**src/rtl/fetch_ctrl_pkg.sv**
```systemverilog
// Shared definitions for the instruction-fetch sequencer: state encodings,
// default reset PC and timeout, and a small alignment helper.
package fetch_ctrl_pkg;

    typedef enum logic [2:0] {
        FETCH_IDLE  = 3'd0,
        FETCH_FETCH = 3'd1,
        FETCH_DROP  = 3'd2,
        FETCH_FULL  = 3'd3,
        FETCH_FAULT = 3'd4
    } fetch_state_t;

    localparam logic [31:0] FETCH_RESET_PC = 32'h0000_3000;
    localparam int unsigned FETCH_MAX_WAIT = 15;

    // Word alignment check on the two low address bits.
    function automatic logic is_aligned(input logic [1:0] lsb);
        return (lsb == 2'b00);
    endfunction

endpackage

```
**src/rtl/fetch_ctrl_if.sv**
```systemverilog
// Fetch-side bus bundle: instruction memory handshake, decode output buffer,
// redirect input from npc and the sticky fault flag.
interface fetch_ctrl_if;

    logic        imem_req;
    logic [31:0] imem_addr;
    logic        imem_ack;
    logic [31:0] imem_rdata;
    logic        instr_valid;
    logic        instr_ready;
    logic [31:0] instr;
    logic [31:0] instr_pc;
    logic        redirect_valid;
    logic [31:0] redirect_pc;
    logic        fault;

    // fetch_ctrl side
    modport master (
        output imem_req, imem_addr, instr_valid, instr, instr_pc, fault,
        input  imem_ack, imem_rdata, instr_ready, redirect_valid, redirect_pc
    );

    // memory / decode / core-control side
    modport slave (
        input  imem_req, imem_addr, instr_valid, instr, instr_pc, fault,
        output imem_ack, imem_rdata, instr_ready, redirect_valid, redirect_pc
    );

endinterface

```
**src/rtl/fetch_ctrl_wait_timer.sv**
```systemverilog
// Counts consecutive unacknowledged request cycles. expired is asserted in the
// cycle whose edge would bring the count to MAX_WAIT, so the caller can act on
// that same edge. MAX_WAIT=0 disables the timeout.
module wait_timer #(
    parameter int unsigned MAX_WAIT = 15
) (
    input  logic clk,
    input  logic rst_n,
    input  logic count_en,
    input  logic clear,
    output logic expired
);

    localparam int unsigned    CW   = (MAX_WAIT < 2) ? 1 : $clog2(MAX_WAIT);
    localparam logic [CW-1:0]  LAST = (MAX_WAIT == 0) ? '0 : CW'(MAX_WAIT - 1);

    logic [CW-1:0] r_cnt;

    // Wait counter: clear wins over increment.
    always_ff @(posedge clk or negedge rst_n) begin
        if (!rst_n)        r_cnt <= '0;
        else if (clear)    r_cnt <= '0;
        else if (count_en) r_cnt <= r_cnt + 1'b1;
    end

    assign expired = (MAX_WAIT != 0) && count_en && (r_cnt == LAST);

endmodule

```
**src/rtl/fetch_ctrl.sv**
```systemverilog
// Instruction-fetch sequencer: owns the PC, runs the imem req/ack handshake,
// buffers one fetched word for decode, applies redirects and flags faults.
module fetch_ctrl
    import fetch_ctrl_pkg::*;
#(
    parameter logic [31:0] RESET_PC = FETCH_RESET_PC,
    parameter int unsigned MAX_WAIT = FETCH_MAX_WAIT
) (
    input  logic          clk,
    input  logic          rst_n,
    fetch_ctrl_if.master  bus
);

    fetch_state_t r_state, w_state_nx;
    logic [31:0]  r_pc, w_pc_nx;
    logic [31:0]  r_addr_q, w_addr_nx;
    logic [31:0]  r_instr, w_instr_nx;
    logic [31:0]  r_instr_pc, w_instr_pc_nx;
    logic         r_instr_valid, w_instr_valid_nx;
    logic         w_req;
    logic         w_expired;
    logic         w_redir_ok;

    // Request is a pure decode of registered state.
    assign w_req      = (r_state == FETCH_FETCH) || (r_state == FETCH_DROP);
    assign w_redir_ok = is_aligned(bus.redirect_pc[1:0]);

    wait_timer #(.MAX_WAIT(MAX_WAIT)) u_wait_timer (
        .clk      (clk),
        .rst_n    (rst_n),
        .count_en (w_req && !bus.imem_ack),
        .clear    (bus.imem_ack),
        .expired  (w_expired)
    );

    // State and datapath registers.
    always_ff @(posedge clk or negedge rst_n) begin
        if (!rst_n) begin
            r_state       <= FETCH_IDLE;
            r_pc          <= RESET_PC;
            r_addr_q      <= RESET_PC;
            r_instr       <= '0;
            r_instr_pc    <= RESET_PC;
            r_instr_valid <= 1'b0;
        end else begin
            r_state       <= w_state_nx;
            r_pc          <= w_pc_nx;
            r_addr_q      <= w_addr_nx;
            r_instr       <= w_instr_nx;
            r_instr_pc    <= w_instr_pc_nx;
            r_instr_valid <= w_instr_valid_nx;
        end
    end

    // Next-state logic; fault conditions first, then redirect, then handshake.
    always_comb begin
        w_state_nx       = r_state;
        w_pc_nx          = r_pc;
        w_addr_nx        = r_addr_q;
        w_instr_nx       = r_instr;
        w_instr_pc_nx    = r_instr_pc;
        w_instr_valid_nx = r_instr_valid;
        unique case (r_state)
            FETCH_IDLE: begin
                w_state_nx = FETCH_FETCH;
                w_addr_nx  = r_pc;
            end
            FETCH_FETCH: begin
                if (w_expired || (bus.redirect_valid && !w_redir_ok)) begin
                    w_state_nx       = FETCH_FAULT;
                    w_instr_valid_nx = 1'b0;
                end else if (bus.redirect_valid) begin
                    w_instr_valid_nx = 1'b0;
                    w_pc_nx          = bus.redirect_pc;
                    if (bus.imem_ack) w_addr_nx  = bus.redirect_pc;
                    else              w_state_nx = FETCH_DROP;
                end else if (bus.imem_ack) begin
                    w_instr_nx       = bus.imem_rdata;
                    w_instr_pc_nx    = r_addr_q;
                    w_instr_valid_nx = 1'b1;
                    w_pc_nx          = r_addr_q + 32'd4;
                    w_state_nx       = FETCH_FULL;
                end
            end
            FETCH_DROP: begin
                if (w_expired || (bus.redirect_valid && !w_redir_ok)) begin
                    w_state_nx       = FETCH_FAULT;
                    w_instr_valid_nx = 1'b0;
                end else if (bus.redirect_valid) begin
                    w_pc_nx = bus.redirect_pc;
                    // The stale request completes here; without this the
                    // sequencer would wait forever for a second ack.
                    if (bus.imem_ack) begin
                        w_addr_nx  = bus.redirect_pc;
                        w_state_nx = FETCH_FETCH;
                    end
                end else if (bus.imem_ack) begin
                    w_addr_nx  = r_pc;
                    w_state_nx = FETCH_FETCH;
                end
            end
            FETCH_FULL: begin
                if (bus.redirect_valid && !w_redir_ok) begin
                    w_state_nx       = FETCH_FAULT;
                    w_instr_valid_nx = 1'b0;
                end else if (bus.redirect_valid) begin
                    w_instr_valid_nx = 1'b0;
                    w_pc_nx          = bus.redirect_pc;
                    w_addr_nx        = bus.redirect_pc;
                    w_state_nx       = FETCH_FETCH;
                end else if (bus.instr_ready) begin
                    w_instr_valid_nx = 1'b0;
                    w_addr_nx        = r_pc;
                    w_state_nx       = FETCH_FETCH;
                end
            end
            FETCH_FAULT: begin
                w_state_nx = FETCH_FAULT;
            end
            default: begin
                w_state_nx       = FETCH_FAULT;
                w_instr_valid_nx = 1'b0;
            end
        endcase
    end

    assign bus.imem_req    = w_req;
    assign bus.imem_addr   = r_addr_q;
    assign bus.instr_valid = r_instr_valid;
    assign bus.instr       = r_instr;
    assign bus.instr_pc    = r_instr_pc;
    assign bus.fault       = (r_state == FETCH_FAULT);

endmodule

```
**src/flat_wrapper.sv**
```systemverilog
// flat-port wrapper written by rule: the top's interface ports become plain ports
module fetch_ctrl_flat import fetch_ctrl_pkg::*;
#(
    parameter logic [31:0] RESET_PC = FETCH_RESET_PC,
    parameter int unsigned MAX_WAIT = FETCH_MAX_WAIT
)
  (clk, rst_n, bus_imem_req, bus_imem_addr, bus_instr_valid, bus_instr, bus_instr_pc, bus_fault, bus_imem_ack, bus_imem_rdata, bus_instr_ready, bus_redirect_valid, bus_redirect_pc);
  fetch_ctrl_if bus_i ();
  input  logic clk;
  input  logic rst_n;
  output wire logic [$bits(bus_i.imem_req)-1:0] bus_imem_req;
  output wire logic [$bits(bus_i.imem_addr)-1:0] bus_imem_addr;
  output wire logic [$bits(bus_i.instr_valid)-1:0] bus_instr_valid;
  output wire logic [$bits(bus_i.instr)-1:0] bus_instr;
  output wire logic [$bits(bus_i.instr_pc)-1:0] bus_instr_pc;
  output wire logic [$bits(bus_i.fault)-1:0] bus_fault;
  input wire logic [$bits(bus_i.imem_ack)-1:0] bus_imem_ack;
  input wire logic [$bits(bus_i.imem_rdata)-1:0] bus_imem_rdata;
  input wire logic [$bits(bus_i.instr_ready)-1:0] bus_instr_ready;
  input wire logic [$bits(bus_i.redirect_valid)-1:0] bus_redirect_valid;
  input wire logic [$bits(bus_i.redirect_pc)-1:0] bus_redirect_pc;
  assign bus_imem_req = bus_i.imem_req;
  assign bus_imem_addr = bus_i.imem_addr;
  assign bus_instr_valid = bus_i.instr_valid;
  assign bus_instr = bus_i.instr;
  assign bus_instr_pc = bus_i.instr_pc;
  assign bus_fault = bus_i.fault;
  assign bus_i.imem_ack = bus_imem_ack;
  assign bus_i.imem_rdata = bus_imem_rdata;
  assign bus_i.instr_ready = bus_instr_ready;
  assign bus_i.redirect_valid = bus_redirect_valid;
  assign bus_i.redirect_pc = bus_redirect_pc;
  fetch_ctrl #(.RESET_PC(RESET_PC), .MAX_WAIT(MAX_WAIT)) u_core (.clk(clk), .rst_n(rst_n), .bus(bus_i));
endmodule
```
**config.mk**
```make
export PLATFORM = sky130hd
export DESIGN_NAME = fetch_ctrl_flat
export DESIGN_NICKNAME = d
export VERILOG_FILES = /design/src/rtl/fetch_ctrl_pkg.sv /design/src/rtl/fetch_ctrl_if.sv /design/src/rtl/fetch_ctrl_wait_timer.sv /design/src/rtl/fetch_ctrl.sv /design/src/flat_wrapper.sv
export SDC_FILE = /design/constraint.sdc
export NUM_CORES = 1
export LEC_CHECK = 0
export ABC_AREA = 1
export BUFFER_PORTS_ARGS = -buffer_cell sky130_fd_sc_hd__buf_4
export CAP_MARGIN = 20
export CORE_MARGIN = 10
export CORE_UTILIZATION = 37
export DETAILED_ROUTE_END_ITERATION = 6
export PLACE_DENSITY = 0.54
export SLEW_MARGIN = 25
export SYNTH_ARGS = -nofsm -noshare
export SYNTH_HDL_FRONTEND = slang
export SYNTH_SLANG_ARGS = --single-unit
```
**constraint.sdc**
```tcl
create_clock -name clk -period 2 [get_ports clk]
set_input_delay 0.4 -clock clk [delete_from_list [all_inputs] [get_ports clk]]
set_output_delay 0.4 -clock clk [all_outputs]
set_load 0.02 [all_outputs]
```
==> results.md <==
- Clock transition at path regs: ~0.070 ns
- Num rows: 53
- Die area: approximately 28,000 um^2
- Clock Power Share: between 40% and 50%
- Slowest CP cell: dfrtp_2
- Initial DRC count: 597
- Pleak: between 0.005 and 0.006 uW
- Worst Path Required: approximately 1.6 ns
- Final ANT Viol Nets: 0
- Synthesized flop and latch total: around 140
- CTS buffer count: 17
- N_diodes: 0
- Worst Setup Start Kind: register
- Fmax: between 0.5 and 0.6 GHz
- Worst Path Arrival: approximately 1.5 ns
- Skew final: ~0.0097 ns
- Clk sinks: 136
- Syn_area_per_cell: ~6.9 um^2
- Die width: 166 um
- Final min period: around 1.9 ns
- Maxcap violations: 0
- Drt drc: 0
- Gate Count Post-Synth: 1,141
- Setup TNS: 0 ns
- Largest net degree at the start of global routing: 63
- Antenna violations before repair: 0
- Core ar.: approximately 21,000 um^2
- Commonest cells after routing, fill and taps aside: nand2_1 (450), buf_4 (219), dfrtp_1 (129)
- Synth Cell Area: between 7000 and 8000 um^2
- Root buf cell: clkbuf_16
- Switching Power: 1890 uW
- Fillers: approximately 2,200
- Comb pwr share: a little under 10%
- Hold crit path type: primary input to register
- Synth Warn #: 0
- Die Y: roughly 170 um
- Vias/cell: ~5.1
- Clk_lat worst skew: 0.43 ns
- Final total power: just over 7000 uW
- CP Max Fanout: 9
- Worst Setup Path Type: register to primary output
- Sequential share of the synthesized area: a little over two fifths
- Vias in the first global route: slightly above 8,000
- Netlist cell types: 40
- Detailed placement HPWL: ~21 mm
- Status: finished, final reports clean
- Fraction of layout cells with a size suffix above 1: roughly 22%
- Initial Utilization: a little under two fifths
- Slew @ Worst Pin: about 0.5 ns
- Total Routing Usage GR: ~20%
- Via Count: just over 8,000
- IO buf count: around 170
- Worst slew margin: 67.4%
- First-pass DRT Iterations: 6
- Power Dens Cells: 671 nW/um^2
- Setup ws final: ~0.094 ns
- Cell Int Power: approximately 5200 uW
- Pre-CTS setup slack: 0.0785 ns
- Final period utilization: 95.3%
- IO Pins: about 170
- Overflow after GRT: 0
- CTS tree: done
- Routed WL: between 20 and 30 mm
- Slew Limit Fails: 0
- RePlAce Congestion: around 0.89
- Sw Ratio: 26.7%
- Peak VDD IR: about 0.00055 V
- First-pass GRT wire length: 45.6 mm
- Routed wire length per instance: 17.5 um
- Nets: between 1,000 and 1,500
- Fin. Hold Viols: 0
- Max incr delay on CP: 0.41 ns
- # H-tree levels: 4
- Finish-stage setup viols: 0
- Commonest non-fill, non-tap cell in the layout: nand2_1
- Post-Syn Nets: ~1,200
- Synthesis-to-layout area growth: 33.7%
- Crit path cell chain: buf_4 > nor2_2 > inv_1 > nor2_2 > buf_4
- Crit end category: primary output
- Flop pwr share: about 41%
- Clock Tree Buf Depth: 2
## cells in the mapped netlist (all sizes together)
library cell	number	area [um^2]
a21boi	8	63.8
a21oi	56	280
a22oi	3	22.5
a2bb2oi	4	35.0
a31oi	3	18.8
and2	2	12.5
and3	1	6.26
buf	33	178
clkbuf	22	85.1
dfrtp	130	3250
dfstp	6	158
ha	3	37.5
inv	72	270
nand2	457	1740
nand3	37	195
nand4	8	50.1
nor2	113	442
nor3	7	35.0
o2111ai	4	35.0
o211ai	15	113
o21a	4	30.0
o21ai	133	666
o21bai	1	7.51
o221ai	4	35.0
o22a	3	26.3
o22ai	3	18.8
or2	2	12.5
xnor2	1	8.76
xor2	6	52.6
## repair_timing
item	4_1_cts	5_1_grt
hold buffers	1	0
endpoints found under the hold margin	35	0
endpoints found under the setup margin	1	29
gates resized for setup	2	13
pin swaps	0	2
setup buffers	1	2
cloned	0	0
## power by group through the flow
stage / Clock, uW / Sequential (uW) / Combinational [uW]
2_1_floorplan: 0 / 3030 / 243
3_3_place_gp: 0 / 2960 / 695
3_5_place_dp: 0 / 2970 / 698
4_1_cts: 3510 / 2920 / 700
5_1_grt: 3640 / 2930 / 774
6_report: 3460 / 2920 / 691
## final timing paths
path / from / to / slack, ns / cells after the start
max: u_core.r_state[0] / bus_fault / 0.09 / 5
min: bus_imem_rdata[0] / u_core.bus.instr[0] / 0.16 / 3
max reg2reg: u_core.r_state[2] / u_core.bus.imem_addr[25] / 0.12 / 9
min reg2reg: u_core.bus.instr[7] / u_core.bus.instr[7] / 0.47 / 2
max in group asynchronous: rst_n / u_core.bus.instr[11] / 0.91 / 3
min in group asynchronous: rst_n / u_core.bus.instr_pc[11] / 0.49 / 2
## metal layers
layer  GRT usage, %  vias to the layer above  share of wire [%]
met5              0                        -                  0
met4           6.97                        0                2.6
met3           4.16                       45                6.5
met2           33.0                      312                 47
met1           26.1                     3836                 44
li1               -                     4093                  -
## stage by stage
stage / hold slack (ns) / instance area [um^2] / instances / util [%]
after global placement: 0.387 / 9840 / 1590 / 46.8
after detailed placement: 0.380 / 9840 / 1590 / 46.8
after CTS: 0.151 / 10500 / 1624 / 49.9
after global routing: 0.162 / 10500 / 1626 / 50.1
after floorplan: 0.104 / 7880 / 1141 / -
final: 0.163 / 10500 / 1626 / 50.1
## kinds of logic (layout without fill, tap and decap cells)
family / count (synthesis) / in the layout / synth area share (%)
compound gates: 241 / 241 / 17.1
buf+inv: 127 / 337 / 6.76
xor+xnor: 7 / 7 / 0.778
fa+ha+maj: 3 / 3 / 0.476
simple gates: 627 / 627 / 31.6
flops: 136 / 136 / 43.3
## critical path: cells and delay by family (launching register included)
| family | cells | cell delay, ns |
|---|---|---|
| AND/OR/NAND/NOR | 2 | 0.24 |
| buffers and inverters | 3 | 0.42 |
| flip-flops | 1 | 0.41 |
## sequential cells by signal (all words and copies together), names as in the netlist
name / count
u_core.bus.instr_valid: 1
u_core.u_wait_timer.r_cnt: 4
u_core.r_pc: 32
u_core.bus.instr: 32
u_core.bus.imem_addr: 32
u_core.bus.instr_pc: 32
u_core.r_state: 3
## final cells by class
class	instances	area, um^2	area share, %
Timing Repair Buffer	233	1910	18.1
Tap cell	275	344	3.26
Sequential cell	136	3410	32.4
Inverter	72	270	2.56
Clock buffer	17	425	4.04
Multi-Input combinational cell	878	3970	37.7
Clock inverter	15	209	1.98
Note: power is estimated with default switching activity, not from simulation.
